[src/rtl/pipelined_csel_adder_pkg.sv]
// ---------------------------------------------------------------------------
// pipelined_csel_adder_pkg
// Shared defaults for the pipelined carry-select adder: default operand width,
// default block width, and the block-count macro used to size the pipeline.
// No ports.
// ---------------------------------------------------------------------------
`ifndef CSEL_NBLK
`define CSEL_NBLK(w, b) ((w) / (b))
`endif

package pipelined_csel_adder_pkg;

    localparam int CSEL_DEF_WIDTH = 16;
    localparam int CSEL_DEF_BLK   = 4;

    // Number of carry-select blocks (and pipeline stages) for a width/block pair.
    function automatic int csel_nblk(input int w, input int b);
        return w / b;
    endfunction

endpackage

[src/rtl/pipelined_csel_adder_if.sv]
// ---------------------------------------------------------------------------
// pipelined_csel_adder_if
// Operand/result bus of the pipelined carry-select adder.
//   in_valid/in_ready : operand handshake (a, b, cin, sub)
//   out_valid/out_ready : result handshake (sum, cout, ovf)
// Modports: master = operand producer / result consumer, slave = adder.
// ---------------------------------------------------------------------------
interface pipelined_csel_adder_if
    import pipelined_csel_adder_pkg::*;
#(
    parameter int WIDTH = CSEL_DEF_WIDTH
) ();

    logic             in_valid;
    logic             in_ready;
    logic [WIDTH-1:0] a;
    logic [WIDTH-1:0] b;
    logic             cin;
    logic             sub;
    logic             out_valid;
    logic             out_ready;
    logic [WIDTH-1:0] sum;
    logic             cout;
    logic             ovf;

    modport master (
        output in_valid, a, b, cin, sub, out_ready,
        input  in_ready, out_valid, sum, cout, ovf
    );

    modport slave (
        input  in_valid, a, b, cin, sub, out_ready,
        output in_ready, out_valid, sum, cout, ovf
    );

endinterface

[src/rtl/csel_block.sv]
// ---------------------------------------------------------------------------
// csel_block
// One carry-select block: two BLK-bit ripple adders with fixed carry-in 0
// and 1. No muxing; the caller selects with the real carry.
//   i_a, i_b     : block operands
//   o_s0, o_c0   : sum / carry-out assuming carry-in 0
//   o_s1, o_c1   : sum / carry-out assuming carry-in 1
// ---------------------------------------------------------------------------
module csel_block
    import pipelined_csel_adder_pkg::*;
#(
    parameter int BLK = CSEL_DEF_BLK
) (
    input  logic [BLK-1:0] i_a,
    input  logic [BLK-1:0] i_b,
    output logic [BLK-1:0] o_s0,
    output logic           o_c0,
    output logic [BLK-1:0] o_s1,
    output logic           o_c1
);

    logic [BLK:0] w_r0;
    logic [BLK:0] w_r1;

    always_comb begin
        w_r0    = '0;
        w_r1    = '0;
        o_s0    = '0;
        o_s1    = '0;
        w_r1[0] = 1'b1;
        for (int i = 0; i < BLK; i++) begin
            o_s0[i]   = i_a[i] ^ i_b[i] ^ w_r0[i];
            w_r0[i+1] = (i_a[i] & i_b[i]) | (w_r0[i] & (i_a[i] ^ i_b[i]));
            o_s1[i]   = i_a[i] ^ i_b[i] ^ w_r1[i];
            w_r1[i+1] = (i_a[i] & i_b[i]) | (w_r1[i] & (i_a[i] ^ i_b[i]));
        end
    end

    assign o_c0 = w_r0[BLK];
    assign o_c1 = w_r1[BLK];

endmodule

[src/rtl/pipelined_csel_adder.sv]
// ---------------------------------------------------------------------------
// pipelined_csel_adder
// Pipelined carry-select adder/subtractor with valid/ready on both sides.
// Stage k resolves block k using the carry registered by stage k-1; the
// output register is stage NBLK-1. The whole pipe advances when the output
// is empty or being taken; there is no bubble compression.
//   clk   : rising-edge clock
//   rst_n : asynchronous active-low reset
//   bus   : slave side of pipelined_csel_adder_if (operands in, result out)
// ---------------------------------------------------------------------------
module pipelined_csel_adder
    import pipelined_csel_adder_pkg::*;
#(
    parameter int WIDTH = CSEL_DEF_WIDTH,
    parameter int BLK   = CSEL_DEF_BLK
) (
    input  logic                  clk,
    input  logic                  rst_n,
    pipelined_csel_adder_if.slave bus
);

    localparam int NBLK = `CSEL_NBLK(WIDTH, BLK);
    localparam logic [WIDTH-1:0] BMASK = WIDTH'({BLK{1'b1}});

    if ((BLK < 1) || (WIDTH < BLK) || ((WIDTH % BLK) != 0)) begin : g_bad_params
        $error("pipelined_csel_adder: WIDTH (%0d) must be a positive multiple of BLK (%0d)",
               WIDTH, BLK);
    end

    // Stage registers: pass-through operands, partial sum, carry into next block, valid.
    logic [WIDTH-1:0] r_a [NBLK];
    logic [WIDTH-1:0] r_b [NBLK];
    logic [WIDTH-1:0] r_s [NBLK];
    logic             r_c [NBLK];
    logic             r_v [NBLK];

    // Inputs seen by each stage and the block result it selects.
    logic [WIDTH-1:0] w_stg_a [NBLK];
    logic [WIDTH-1:0] w_stg_b [NBLK];
    logic [WIDTH-1:0] w_stg_s [NBLK];
    logic             w_stg_c [NBLK];
    logic             w_stg_v [NBLK];
    logic [BLK-1:0]   w_sel   [NBLK];
    logic             w_cnext [NBLK];

    logic             w_adv;

    assign w_adv = ~r_v[NBLK-1] | bus.out_ready;

    for (genvar k = 0; k < NBLK; k++) begin : g_stage
        logic [BLK-1:0] w_s0;
        logic [BLK-1:0] w_s1;
        logic           w_c0;
        logic           w_c1;

        if (k == 0) begin : g_first
            // Operand conditioning: subtraction is a + ~b + 1.
            assign w_stg_a[k] = bus.a;
            assign w_stg_b[k] = bus.sub ? ~bus.b : bus.b;
            assign w_stg_s[k] = '0;
            assign w_stg_c[k] = bus.sub ? 1'b1 : bus.cin;
            assign w_stg_v[k] = bus.in_valid;
        end else begin : g_next
            assign w_stg_a[k] = r_a[k-1];
            assign w_stg_b[k] = r_b[k-1];
            assign w_stg_s[k] = r_s[k-1];
            assign w_stg_c[k] = r_c[k-1];
            assign w_stg_v[k] = r_v[k-1];
        end

        csel_block #(
            .BLK (BLK)
        ) u_blk (
            .i_a  (w_stg_a[k][k*BLK +: BLK]),
            .i_b  (w_stg_b[k][k*BLK +: BLK]),
            .o_s0 (w_s0),
            .o_c0 (w_c0),
            .o_s1 (w_s1),
            .o_c1 (w_c1)
        );

        assign w_sel[k]   = w_stg_c[k] ? w_s1 : w_s0;
        assign w_cnext[k] = w_stg_c[k] ? w_c1 : w_c0;
    end

    // Stage 0 .. NBLK-1 boundary: every stage shifts together or holds together.
    always_ff @(posedge clk or negedge rst_n) begin
        if (!rst_n) begin
            for (int k = 0; k < NBLK; k++) begin
                r_a[k] <= '0;
                r_b[k] <= '0;
                r_s[k] <= '0;
                r_c[k] <= 1'b0;
                r_v[k] <= 1'b0;
            end
        end else if (w_adv) begin
            for (int k = 0; k < NBLK; k++) begin
                r_a[k] <= w_stg_a[k];
                r_b[k] <= w_stg_b[k];
                r_s[k] <= (w_stg_s[k] & ~(BMASK << (k*BLK))) | (WIDTH'(w_sel[k]) << (k*BLK));
                r_c[k] <= w_cnext[k];
                r_v[k] <= w_stg_v[k];
            end
        end
    end

    assign bus.in_ready  = w_adv;
    assign bus.out_valid = r_v[NBLK-1];
    assign bus.sum       = r_s[NBLK-1];
    assign bus.cout      = r_c[NBLK-1];
    // Same-sign operands producing a different-sign result; b is already inverted for sub.
    assign bus.ovf       = (r_a[NBLK-1][WIDTH-1] == r_b[NBLK-1][WIDTH-1]) &
                           (r_s[NBLK-1][WIDTH-1] != r_a[NBLK-1][WIDTH-1]);

endmodule

[src/flat_wrapper.sv]
// flat-port wrapper written by rule: the top's interface ports become plain ports
module pipelined_csel_adder_flat import pipelined_csel_adder_pkg::*;
#(
    parameter int WIDTH = CSEL_DEF_WIDTH,
    parameter int BLK   = CSEL_DEF_BLK
)
  (clk, rst_n, bus_in_valid, bus_a, bus_b, bus_cin, bus_sub, bus_out_ready, bus_in_ready, bus_out_valid, bus_sum, bus_cout, bus_ovf);
  pipelined_csel_adder_if #(.WIDTH(WIDTH)) bus_i ();
  input  logic clk;
  input  logic rst_n;
  input wire logic [$bits(bus_i.in_valid)-1:0] bus_in_valid;
  input wire logic [$bits(bus_i.a)-1:0] bus_a;
  input wire logic [$bits(bus_i.b)-1:0] bus_b;
  input wire logic [$bits(bus_i.cin)-1:0] bus_cin;
  input wire logic [$bits(bus_i.sub)-1:0] bus_sub;
  input wire logic [$bits(bus_i.out_ready)-1:0] bus_out_ready;
  output wire logic [$bits(bus_i.in_ready)-1:0] bus_in_ready;
  output wire logic [$bits(bus_i.out_valid)-1:0] bus_out_valid;
  output wire logic [$bits(bus_i.sum)-1:0] bus_sum;
  output wire logic [$bits(bus_i.cout)-1:0] bus_cout;
  output wire logic [$bits(bus_i.ovf)-1:0] bus_ovf;
  assign bus_i.in_valid = bus_in_valid;
  assign bus_i.a = bus_a;
  assign bus_i.b = bus_b;
  assign bus_i.cin = bus_cin;
  assign bus_i.sub = bus_sub;
  assign bus_i.out_ready = bus_out_ready;
  assign bus_in_ready = bus_i.in_ready;
  assign bus_out_valid = bus_i.out_valid;
  assign bus_sum = bus_i.sum;
  assign bus_cout = bus_i.cout;
  assign bus_ovf = bus_i.ovf;
  pipelined_csel_adder #(.WIDTH(WIDTH), .BLK(BLK)) u_core (.clk(clk), .rst_n(rst_n), .bus(bus_i));
endmodule
[config.mk]
export PLATFORM = sky130hd
export DESIGN_NAME = pipelined_csel_adder_flat
export DESIGN_NICKNAME = d
export VERILOG_FILES = /design/src/rtl/pipelined_csel_adder_pkg.sv /design/src/rtl/pipelined_csel_adder_if.sv /design/src/rtl/csel_block.sv /design/src/rtl/pipelined_csel_adder.sv /design/src/flat_wrapper.sv
export SDC_FILE = /design/constraint.sdc
export NUM_CORES = 1
export LEC_CHECK = 0
export ABC_AREA = 1
export CORE_MARGIN = 1
export CORE_UTILIZATION = 55
export DETAILED_ROUTE_END_ITERATION = 8
export PLACE_DENSITY = 0.77
export SKIP_LAST_GASP = 1
export SLEW_MARGIN = 0
export SYNTH_ARGS = -nofsm -noshare
export SYNTH_HDL_FRONTEND = slang
export SYNTH_SLANG_ARGS = --single-unit
[constraint.sdc]
create_clock -name clk -period 2.8 [get_ports clk]
set_clock_uncertainty 0.05 [all_clocks]
set_input_delay 0.56 -clock clk [delete_from_list [all_inputs] [get_ports clk]]
set_output_delay 0.56 -clock clk [all_outputs]
set_load 0.01 [all_outputs]
# ---- Word-level counts from Yosys, hierarchy flattened
# Index checks and enable logic that the tools add are counted.
dict set report word_totals {
  output_inout_bits 20
  input_bits 38
  regBits 176
  word_cells 151
}
dict set report classes {
  n_bitwise 119
  n_mux 10
  n_eq_ne 2
}
# operator count
set ops {}
lappend ops {{bitwise AND 1 bit} 41}
lappend ops {{XOR 1 bit} 40}
lappend ops {{OR 1 bit} 29}
lappend ops {{2-to-1 mux 16 bit} 1}
lappend ops {{2-to-1 mux 4 bit} 4}
lappend ops {{NOT 16 bit} 1}
lappend ops {{OR 12 x 16 -> 16 bit} 1}
lappend ops {{OR 8 x 12 -> 12 bit} 1}
lappend ops {{OR 4 x 8 -> 8 bit} 1}
lappend ops {{2-to-1 mux 1 bit} 5}
lappend ops {{NOT 1 bit} 5}
lappend ops {{== test 1 bit} 1}
lappend ops {{inequality test 1 bit} 1}

# ---- Depth between registers and ports, before layout
dict set report logic_depth {
  ltp_word 11
  depth_mapped 11
  ltp_nobuf 10
}

# ---- Hierarchy
# Synthesis repeated with hierarchy kept, for this count alone.
dict set report unflattened {
  hier_cells 593
  hier_area_um2 5081.1
}
# mod n_inst cells_per_inst area_per_inst_um2
set modules_own_cells {}
lappend modules_own_cells {pipelined_csel_adder 1 513 4320.4}
lappend modules_own_cells {csel_block 4 20 190.2}

# ---- Worst setup path after synthesis
# OpenSTA, ideal clock, no wires.
dict set report synth_path {
  path_kind {input-to-reg}
  startpoint {input bus_sub}
  endpoint {register u_core.r_s[51] (netlist name)}
  slack_ns 0.143
  path_stages 11
  t_required_ns 2.620
  setup_ns 0.130
  arrival_time_ns 2.477
  path_cell_list {buf_2 -> xnor2_1 -> ha_1 -> nand2_1 -> o21ai_0 -> fa_1 -> fa_1 -> inv_1 -> fa_1 -> nand2_1 -> o21ai_0}
}
# element line
set synth_lines {}
lappend synth_lines {{start: declaration} flat_wrapper.sv:15} ;# input wire logic [$bits(bus_i.sub)-1:0] bus_sub;
lappend synth_lines {{end signal: indexed assignment} pipelined_csel_adder.sv:100} ;# r_s[k] <= (w_stg_s[k] & ~(BMASK << (k*BLK))) | (WIDTH'(w_sel[k]) << (k*BLK));
lappend synth_lines {{end: declaration} pipelined_csel_adder.sv:33} ;# logic [WIDTH-1:0] r_s [NBLK];

==> results by group <==
Placed design
  – Post-DP HPWL: approximately 5100 um
  – IO buf count: 57
  – Routability cong.: roughly 0.77
  – Pre-CTS WS: -0.298 ns

Route
  – DR WL/cell: approximately 12 um
  – Vias per cell: roughly 4.9
  – Remaining antenna violation count: 0
  – DRC errors left: 0
  – Via count: approximately 3,100
  – 1st-iter DRT viols: about 210
  – Routed WL: ~7600 um
  – Pre-antenna DRT Iters: 4

Die
  – Io pins: just under 60
  – Area of the die: approximately 8500 um2
  – Starting Density: between 50 and 60%
  – Area of the core: 7810 um2
  – Die W: between 90 and 100 um
  – DIE HEIGHT: 92.1 um
  – Site row count: 32

Timing
  – Unrepaired setup endpoints after global routing: no
  – Final worst-path cycle share: between 90 and 100%
  – Worst Tran Pin Value: about 0.75 ns
  – Max Freq: between 300 and 400 MHz
  – Final WS setup: roughly 0.17 ns
  – Hold Vio Cnt, Final: 0
  – Slew margin rel.: roughly 50%
  – Slew Viols, Final: 0
  – Final setup violation count: 0
  – Fin crit period: 2.63 ns

Setup path
  – CP required: slightly below 3 ns
  – Setup slack, reg-to-reg: around 0.37 ns
  – Data arrival, critical path: 2.81 ns
  – Register-to-Register Path Depth: 8
  – CP Launch Type: input pin
  – Crit-path max FO: 2
  – CP Capture Type: flip-flop
  – Crit path kind: input pin to flip-flop

GRT
  – Gr usage total: about 21%
  – Largest net degree at the start of global routing: 90
  – First-pass GRT wire length: approximately 14,000 um
  – Vias in the first global route: ~3,000
  – GRT met2 Usage: 31.1%
  – Initial antenna violation count: 0
  – Grt total ovfl: 0
  – Met3 Use GR: 3.32%
  – M1 GR Usage: about 30%
  – Busiest grt layer: met2

Power
  – Combinational share of power: 35.2%
  – PD cells: 987 nW/um2
  – Net Sw Frac: 34.5%
  – NetSw: roughly 1800 uW
  – Internal Power: around 3400 uW
  – Seq pwr share: a little under half
  – Clk pwr share: about a fifth
  – Peak supply drop: between 0.3 and 0.4 mV
  – Leakage: between 0.002 and 0.003 uW

Clocking
  – Clock-pin slew on the worst setup and hold paths: 0.09 ns
  – H-tree depth: 3
  – CTS tree: done
  – Total CTS buffers: 9
  – CTS Buffer Depth: 2
  – Clock Tree Root: clkbuf_8
  – CTS Sinks: 98
  – Worst skew pair latency: between 0.3 and 0.4 ns

Finish
  – Area grow syn2layout: 16.1%
  – Antenna diode count: 0
  – Final core utilization: roughly 66%
  – Layout cells sized above 1: under 10%
  – Nets: ~590

Synth
  – Syn Nets: roughly 550
  – YS warnings: 0
  – Post-synth top flop: dfrtp_1
  – Asr flop ratio synth: 100%
  – Mapped cell area: 4470 um2
  – Most common library cells after synthesis: nand2_1, dfrtp_1, o21ai_0
  – Yosys reg bits: 98
  – Post-Syn Instances: between 400 and 500
  – Dominant cells by area after synthesis: dfrtp_1, nand2_1, o21ai_0
  – Synthesized area per cell: between 9 and 10 um2
  – Synth top area share: 54.9%
  – Seq/Total Area, Yosys: a little over half
  – Post-synth EDFFs: 0
  – Synth area leader: dfrtp_1
  – Most common cell in the synthesized netlist: nand2_1
  – Post-synth cell types: 20

Status
  – Outcome: finished clean

Flow run
  – Maxcap violations: 0

Worst hold path
  – Worst hold-check path type: input pin to async pin
power by group through the flow:
stage                     sequential [uW]  clock [uW]  combinational, uW
after floorplan                      2320           0               1390
after global placement               2360           0               1740
after detailed placement             2390           0               1810
after CTS                            2370         980               1840
after global routing                 2440        1030               2120
final                                2360         958               1800
worst max-delay path, cell delays in order:
cell and delay, ns:
clkdlybuf4s50_1 0.44, xnor2_1 0.16, ha_1 0.18, nand2_1 0.06
o21ai_1 0.08, fa_2 0.34, fa_1 0.37, inv_1 0.08
fa_1 0.40, nand2_1 0.07, o21ai_0 0.08
flip-flops by register name (all words and copies together), names as in the netlist:
register / count
u_core.bus.sum: 16
u_core.bus.out_valid: 1
u_core.r_v: 3
u_core.r_c: 3
u_core.r_a: 25
u_core.bus.cout: 1
u_core.r_s: 24
u_core.r_b: 25
cells in the final DEF (no fill, tap or decap), types with 2 or more instances in the layout:
| cell | synthesis | routed |
|---|---|---|
| buf_4 | 19 | 10 |
| bufinv_16 | 0 | 2 |
| clkbuf_8 | 0 | 10 |
| clkdlybuf4s50_1 | 0 | 56 |
| dfrtp_1 | 98 | 98 |
| fa_1 | 12 | 11 |
| ha_1 | 8 | 8 |
| inv_1 | 56 | 56 |
| nand2_1 | 182 | 182 |
| nand3_1 | 16 | 16 |
| nor2_1 | 4 | 4 |
| o21ai_0 | 66 | 65 |
| or2_0 | 3 | 3 |
| or2_2 | 4 | 4 |
| xnor2_1 | 3 | 3 |
layout make-up:
| class | instances | area [um2] |
|---|---|---|
| Clock buffer | 11 | 141 |
| Tap cell | 102 | 128 |
| Inverter | 58 | 220 |
| Multi-Input combinational cell | 301 | 1550 |
| Clock inverter | 3 | 65.1 |
| Fill cell | 629 | 2620 |
| Timing Repair Buffer | 66 | 636 |
| Sequential cell | 98 | 2450 |
path summary, 6_finish.rpt:
kind	startpoint	end
max in group asynchronous	rst_n	u_core.r_s[21]$_DFFE_PN0P_
min	rst_n	u_core.r_b[63]$_DFFE_PN0P_
max	bus_sub	u_core.r_s[51]$_DFFE_PN0P_
max reg2reg	u_core.r_a[28]$_DFFE_PN0P_	u_core.bus.sum[15]$_DFFE_PN0P_
min reg2reg	u_core.bus.sum[9]$_DFFE_PN0P_	u_core.bus.sum[9]$_DFFE_PN0P_
min in group clk	u_core.bus.sum[9]$_DFFE_PN0P_	u_core.bus.sum[9]$_DFFE_PN0P_
per-layer routing:
layer	vias to the layer above	routed length [um]
met5	-	0
met4	0	147
met3	11	245
met2	62	3470
met1	1479	3750
li1	1573	-
kinds of logic after synthesis:
group / synth area share (%)
simple gates: 18.6
flops: 54.9
buf+inv: 10.6
compound gates: 7.50
fa+ha+maj: 7.61
xor+xnor: 0.784
through the flow:
step / cell area (um2) / total power [uW] / TNS (ns) / std cells / hold slack, ns
2_1_floorplan: 4470 / 3710 / 0 / 495 / 0.214
3_3_place_gp: 4980 / 4110 / -0.235 / 625 / 0.399
3_5_place_dp: 4980 / 4210 / -0.339 / 625 / 0.408
4_1_cts: 5190 / 5190 / 0 / 639 / 0.184
5_1_grt: 5190 / 5600 / 0 / 639 / 0.213
6_report: 5190 / 5120 / 0 / 639 / 0.168
timing repair:
action,CTS,global route
resized for setup,0,2
buffers inserted,0,0
setup endpoints to repair,0,1
hold buffers,0,0
No activity file was read; power rests on OpenSTA's default activity.
